File: src/rtl/div_pkg.sv
// Shared constants and FSM state type for the restoring divider.
package div_pkg;

  localparam int DIV_N     = 32;
  localparam int DIV_CNT_W = 6;

  typedef enum logic [1:0] {
    LOAD = 2'd0,
    RUN  = 2'd1,
    DONE = 2'd2
  } div_state_e;

endpackage

File: src/rtl/div_step.sv
// One combinational iteration of restoring division:
// shift {A,Qreg} left, trial-subtract the divisor, restore on a negative result.
module div_step
  import div_pkg::*;
#(
  parameter int N = DIV_N
) (
  input  logic [N:0]   a,
  input  logic [N-1:0] qreg,
  input  logic [N-1:0] mreg,
  output logic [N:0]   a_next,
  output logic [N-1:0] qreg_next
);

  logic [2*N:0] shifted;
  logic [N:0]   a_sh;
  logic [N:0]   diff;

  // The partial remainder never exceeds the divisor, so its top bit is always zero
  // before the shift and dropping it here loses nothing.
  always_comb begin
    shifted   = {a, qreg} << 1;
    a_sh      = shifted[2*N:N];
    diff      = a_sh - {1'b0, mreg};
    qreg_next = shifted[N-1:0];
    if (diff[N]) begin
      a_next       = a_sh;
      qreg_next[0] = 1'b0;
    end else begin
      a_next       = diff;
      qreg_next[0] = 1'b1;
    end
  end

endmodule

File: src/rtl/div_32_bit.sv
// Free-running unsigned restoring divider: loads operands on the first edge after
// reset, produces one quotient bit per clock, then holds the result until reset.
module div_32_bit
  import div_pkg::*;
#(
  parameter int N     = DIV_N,
  parameter int CNT_W = DIV_CNT_W
) (
  input  logic         clk,
  input  logic         resetn,
  input  logic [N-1:0] Q,
  input  logic [N-1:0] M,
  output logic [N-1:0] quotient,
  output logic [N-1:0] remainder
);

  div_state_e         state_q, state_d;
  logic [CNT_W-1:0]   cnt_q, cnt_d;
  logic [N:0]         a_q, a_d;
  logic [N-1:0]       qreg_q, qreg_d;
  logic [N-1:0]       mreg_q, mreg_d;
  logic [N-1:0]       quotient_q, quotient_d;
  logic [N-1:0]       remainder_q, remainder_d;

  logic [N:0]         step_a;
  logic [N-1:0]       step_q;

  div_step #(.N(N)) u_step (
    .a         (a_q),
    .qreg      (qreg_q),
    .mreg      (mreg_q),
    .a_next    (step_a),
    .qreg_next (step_q)
  );

  // resetn is active-high: 1 holds the divider cleared.
  always_ff @(posedge clk or posedge resetn) begin
    if (resetn) begin
      state_q     <= LOAD;
      cnt_q       <= '0;
      a_q         <= '0;
      qreg_q      <= '0;
      mreg_q      <= '0;
      quotient_q  <= '0;
      remainder_q <= '0;
    end else begin
      state_q     <= state_d;
      cnt_q       <= cnt_d;
      a_q         <= a_d;
      qreg_q      <= qreg_d;
      mreg_q      <= mreg_d;
      quotient_q  <= quotient_d;
      remainder_q <= remainder_d;
    end
  end

  always_comb begin
    state_d     = state_q;
    cnt_d       = cnt_q;
    a_d         = a_q;
    qreg_d      = qreg_q;
    mreg_d      = mreg_q;
    quotient_d  = quotient_q;
    remainder_d = remainder_q;

    case (state_q)
      LOAD: begin
        a_d     = '0;
        qreg_d  = Q;
        mreg_d  = M;
        cnt_d   = '0;
        state_d = RUN;
      end
      RUN: begin
        a_d    = step_a;
        qreg_d = step_q;
        cnt_d  = cnt_q + CNT_W'(1);
        // The final iteration writes its result straight to the output registers.
        if (cnt_q == CNT_W'(N - 1)) begin
          quotient_d  = step_q;
          remainder_d = step_a[N-1:0];
          state_d     = DONE;
        end
      end
      DONE: begin
      end
      default: state_d = LOAD;
    endcase
  end

  assign quotient  = quotient_q;
  assign remainder = remainder_q;

endmodule

File: config.mk
export PLATFORM = sky130hd
export DESIGN_NAME = div_32_bit
export DESIGN_NICKNAME = d
export VERILOG_FILES = /design/src/rtl/div_pkg.sv /design/src/rtl/div_step.sv /design/src/rtl/div_32_bit.sv
export SDC_FILE = /design/constraint.sdc
export NUM_CORES = 1
export LEC_CHECK = 0
export ABC_AREA = 1
export BUFFER_PORTS_ARGS = -buffer_cell sky130_fd_sc_hd__clkbuf_2
export CAP_MARGIN = 20
export CORE_MARGIN = 4
export CORE_UTILIZATION = 50
export CTS_BUF_LIST = sky130_fd_sc_hd__clkbuf_4 sky130_fd_sc_hd__clkbuf_8
export DETAILED_ROUTE_END_ITERATION = 6
export GPL_ROUTABILITY_DRIVEN = 0
export PLACE_DENSITY_LB_ADDON = 0.12
export SYNTH_ARGS = -nofsm -noshare
export SYNTH_HDL_FRONTEND = slang
export SYNTH_HIERARCHICAL = 1
export SYNTH_SLANG_ARGS = --single-unit
File: constraint.sdc
create_clock -name clk -period 5.1 [get_ports clk]
set_input_delay 0.51 -clock clk [delete_from_list [all_inputs] [get_ports clk]]
set_output_delay 0.51 -clock clk [all_outputs]
set_load 0.005 [all_outputs]
==> flow_metrics.py, run 1 <==
metrics = {
    "clock_tree": {
        "clkLatencyLatePin_ps": 470,
        "post_cts_buffers": 0,
        "cts_hold_buf": 0,
        "cts_sinks": 168,
        "cts_resized": 0,
        "cts_tree": "yes",
        "cts_max_level": 4,
        "cts-buffers-inserted": 17,
        "cts.path.max_buffers": 2,
        "cts-root-buf": "clkbuf_8",
        "clk_pin_slew_ps": 110,
    },
    "floorplan": {
        "start_util": 0.508,
        "core-area_um2": 19500,
        "row_count": 51,
        "die_h_um": 149,
        "die_width_um": 149,
        "ios": 130,
        "die_area_um2": 22100,
    },
    "placed_design": {
        "dpl.hpwl_um": 17600,
        "io_buffers": 129,
    },
    "power_and_ir_drop": {
        "ir_worst_vdd_mv": 0.215,
        "power_density_nw_per_um2": 517,
        "power.leakage_nw": 6.20,
    },
    "cells_and_area": {
        "drive_gt1_frac": 0.141,
        "n_antenna_cell": 0,
        "multiInputGateArea_um2": 4550,
        "nets": 1523,
        "regArea_um2": 4210,
        "area_growth_pct": 9.39,
        "nFillCells": 1922,
    },
    "sta": {
        "slew_headroom": 0.353,
        "rsz0062_at_grt": "false",
        "setup_viol": 0,
        "holdWs_ps": 221,
        "fin_crit_sh": 0.798,
        "maxSlewViolCount": 0,
        "hold_viol": 0,
        "fin_tns_setup_ps": 0,
        "clock_skew_ps": 19.4,
        "fmax_ghz": 0.246,
        "worst_slew_pin_slew_ps": 971,
        "min_period_ps": 4070,
    },
    "routing": {
        "vias": 8699,
        "drt_iter0_markers": 623,
        "dr.pass1.iters": 5,
        "drc": 0,
        "via_per_inst": 5.12,
        "wl_per_cell_um": 15.0,
        "drtAntennaViolNets": 0,
        "wl_um": 25400,
    },
    "global_routing": {
        "grt_max_degree": 106,
        "antenna_found_initial": 0,
        "grt_pass1_vias": 8467,
        "grt_pass1_wl_um": 42300,
        "grt_remaining_overflow": 0,
        "grt_usage": 0.237,
    },
    "flow_run": {
        "cap_violations": 0,
    },
    "critical_path": {
        "ff2ff_path_depth": 18,
        "critPathRequiredTime_ps": 5500,
        "path_max_fanout": 27,
        "path_class": "register to register",
        "r2r_slack_ps": 1030,
        "cp-end-kind": "register",
        "r2r_start": "qreg_q[31]",
        "cp.arrival_ps": 4470,
        "r2r_end": "remainder[4]",
        "cp-start-kind": "register",
    },
    "outcome": {
        "status": "finished, final reports clean",
    },
    "synthesis": {
        "syn_inst": 1354,
        "ys_warn_count": 6,
        "synth_area_per_cell_um2": 7.30,
        "syn_area_um2": 9890,
        "synthesis.nets": 1455,
    },
    "min_path": {
        "min_path_type": "input pin to asynchronous set/reset pin",
    },
}
[sequential cells by signal (all words and copies together), names as in the netlist]
name / count
remainder: 32
state_q: 2
qreg_q: 32
quotient: 32
mreg_q: 32
a_q: 32
cnt_q: 6
[critical path, stage by stage (launching register included)]
cell and delay, ps:
dfrtp_1 380, inv_1 50, ha_1 230, fa_1 370, inv_1 140, nand3_1 90, nand3_1 180, nand3_1 120
nand3_2 110, nand2_1 80, nand2_1 80, nand4_1 80, nand2_1 80, ha_1 580, inv_1 530, buf_4 370
o21ai_0 290, nand4_1 130, nand2_1 110
[worst max-delay path by stage]
| stage | startpoint | end | slack (ps) |
|---|---|---|---|
| 6_report | qreg_q[31] | remainder[4] | 1030 |
| 4_1_cts | qreg_q[31] | remainder[4] | 1070 |
| 3_5_place_dp | qreg_q[31] | remainder[4] | 1090 |
| 2_1_floorplan | resetn | a_q[0] | 40 |
| 5_1_grt | qreg_q[31] | remainder[4] | 660 |
| 3_3_place_gp | qreg_q[31] | a_q[2] | 1240 |
[layer usage]
layer	GRT usage	share of wire	vias to the layer above
li1	-	-	4375
met1	0.342	0.49	4077
met2	0.360	0.44	230
met3	0.0670	0.066	17
met4	0.0471	0.0099	0
met5	0	0	-
[through the flow]
stage | utilization | total power [mW] | cells | setup slack, ps | cell area, µm²
2_1_floorplan | - | 3.85 | 1354 | 43.3 | 9890
4_1_cts | 0.556 | 5.59 | 1700 | 1070 | 10800
6_report | 0.556 | 5.59 | 1700 | 1030 | 10800
5_1_grt | 0.556 | 6.06 | 1700 | 662 | 10800
3_3_place_gp | 0.534 | 4.59 | 1667 | 1240 | 10400
3_5_place_dp | 0.535 | 4.61 | 1668 | 1090 | 10400
[layout by cell type (no fill, tap or decap), types with 2 or more instances in the layout]
cell	count
a21oi_1	23
a22o_1	33
buf_4	10
clkbuf_2	129
clkbuf_8	18
clkinv_4	4
clkinv_8	2
dfrtp_1	167
ha_1	34
inv_1	148
inv_2	4
inv_6	3
inv_8	5
nand2_1	593
nand2_2	13
nand3_1	73
nand3_2	5
nand3b_1	4
nand4_1	69
nor2_1	45
nor2_4	4
nor3_1	2
o21ai_0	13
o21ai_1	5
o21bai_1	3
xnor2_1	13
[report_power, final]
part	total (mW)	internal, mW	switching (mW)
sequential	1.90	1.65	0.257
clock	0.957	0.380	0.577
combinational	2.73	0.985	1.75
[final cells by class]
| class | count | share of cell area |
|---|---|---|
| sequential | 168 | 0.389 |
| inverter | 154 | 0.0539 |
| clock buffer | 18 | 0.0229 |
| timing repair buffer | 140 | 0.0692 |
| clock inverter | 14 | 0.0138 |
| tap | 265 | 0.0306 |
| multi-input combinational | 941 | 0.421 |
(Power assumes the default switching activity.)
==> inputs of run 2 (changes only) <==
==> constraint.sdc (replaced) <==
create_clock -name clk -period 3.6 [get_ports clk]
set_input_delay 0.36 -clock clk [delete_from_list [all_inputs] [get_ports clk]]
set_output_delay 0.36 -clock clk [all_outputs]
set_load 0.005 [all_outputs]
==> run 2 against run 1 <==
Effect of this change:
- fmax rose by 24%
- sequential cell count unchanged
- cell count is essentially flat
- combinational power rose by 44%
- count of clock-buffer cells in the layout decreased by 1
- sequential share of layout area decreased by 0.12 points
==> flow_metrics.py, run 2 (same netlist as run 1, synthesis figures left out) <==
metrics = {
    "outcome": {
        "status": "finished, final reports clean",
    },
    "critical_path": {
        "critPathRequiredTime_ps": 3980,
        "ff2ff_path_depth": 17,
        "r2r_start": "qreg_q[31]",
        "cp.arrival_ps": 3660,
        "path_max_fanout": 47,
        "cp-end-kind": "register",
        "r2r_slack_ps": 310,
        "r2r_end": "a_q[8]",
        "cp-start-kind": "register",
        "path_class": "register to register",
    },
    "sta": {
        "holdWs_ps": 79.9,
        "setup_viol": 0,
        "rsz0062_at_grt": "false",
        "fmax_ghz": 0.304,
        "hold_viol": 0,
        "clock_skew_ps": 18.3,
        "slew_headroom": 0.380,
        "worst_slew_pin_slew_ps": 930,
        "fin_tns_setup_ps": 0,
        "fin_crit_sh": 0.913,
        "min_period_ps": 3290,
        "maxSlewViolCount": 0,
    },
    "floorplan": {
        "die_h_um": 149,
        "core-area_um2": 19500,
        "ios": 130,
        "die_area_um2": 22100,
        "row_count": 51,
        "start_util": 0.508,
        "die_width_um": 149,
    },
    "clock_tree": {
        "cts_tree": "yes",
        "cts_max_level": 4,
        "cts_resized": 0,
        "cts-root-buf": "clkbuf_8",
        "cts_sinks": 168,
        "cts-buffers-inserted": 17,
        "cts_hold_buf": 0,
        "clkLatencyLatePin_ps": 480,
        "post_cts_buffers": 0,
        "cts.path.max_buffers": 2,
        "clk_pin_slew_ps": 110,
    },
    "routing": {
        "drt_iter0_markers": 753,
        "drtAntennaViolNets": 0,
        "wl_per_cell_um": 15.1,
        "vias": 8719,
        "wl_um": 25700,
        "drc": 0,
        "via_per_inst": 5.13,
        "dr.pass1.iters": 6,
    },
    "cells_and_area": {
        "fin_util": 0.558,
        "final_common_cell": "nand2_1",
        "area_growth_pct": 9.73,
        "drive_gt1_frac": 0.141,
        "final_cell_mix": "593 x nand2_1, 167 x dfrtp_1, 148 x inv_1",
        "nets": 1522,
        "n_antenna_cell": 0,
    },
    "min_path": {
        "worstHoldStart": "M[3]",
        "min_path_type": "input pin to register",
        "hold_depth": 3,
        "min_to": "mreg_q[3]",
    },
    "global_routing": {
        "grt_pass1_wl_um": 43700,
        "antenna_found_initial": 0,
        "grt_pass1_vias": 8689,
        "grt_usage": 0.242,
        "grt_max_degree": 169,
        "grt_remaining_overflow": 0,
    },
    "placed_design": {
        "io_buffers": 129,
        "dpl.hpwl_um": 17500,
    },
    "flow_run": {
        "cap_violations": 0,
    },
    "power_and_ir_drop": {
        "power_density_nw_per_um2": 740,
        "ir_worst_vdd_mv": 0.426,
        "power.leakage_nw": 6.21,
    },
}
-- run 2: worst max path at each step --
stage,depth (start not counted),startpoint,slack (ps),to
6_report,17,qreg_q[31],310,a_q[8]
5_1_grt,17,qreg_q[31],60,a_q[8]
4_1_cts,17,qreg_q[31],350,a_q[8]
3_5_place_dp,17,qreg_q[31],390,a_q[8]
3_3_place_gp,19,qreg_q[31],530,remainder[8]
2_1_floorplan,19,qreg_q[31],610,a_q[0]
-- run 2: layout make-up --
cell class	count	area (µm²)
Sequential cell	168	4210
Clock buffer	17	234
Tap cell	265	332
Timing Repair Buffer	139	766
Inverter	154	582
Multi-Input combinational cell	941	4550
Fill cell	1890	8610
Clock inverter	15	180
-- run 2: routing by layer --
metal	GRT usage	wire length (µm)	up-vias
met3	0.0600	1830	33
li1	-	-	4366
met1	0.354	12300	4048
met5	0	0	-
met4	0.0517	369	0
met2	0.368	11200	272
-- run 2: power by group --
part | total (mW) | internal (mW) | leakage, nW | switching [mW]
clock | 1.41 | 0.535 | 0.208 | 0.875
sequential | 2.70 | 2.33 | 2.12 | 0.373
combinational | 3.92 | 1.41 | 3.88 | 2.51
-- run 2: per-stage QoR --
stage          power [mW]  setup WS [ps]  instance area (µm²)  cells
2_1_floorplan        5.45            612                 9890   1354
3_3_place_gp         6.54            526                10400   1666
3_5_place_dp         6.57            387                10400   1667
4_1_cts              8.02            350                10900   1699
5_1_grt              8.72           62.4                10900   1699
6_report             8.03            315                10900   1699
-- run 2: worst max-delay path, stage by stage, from the launching register on --
cell	delay, ps
dfrtp_1	380
inv_1	60
ha_1	230
fa_1	380
inv_1	130
nand3_1	90
nand3_1	150
nand3_1	120
nand3_2	100
nand2_1	70
nand2_1	80
nand4_1	80
nand2_1	80
ha_1	240
inv_1	60
buf_4	400
o21ai_0	270
a22o_1	240
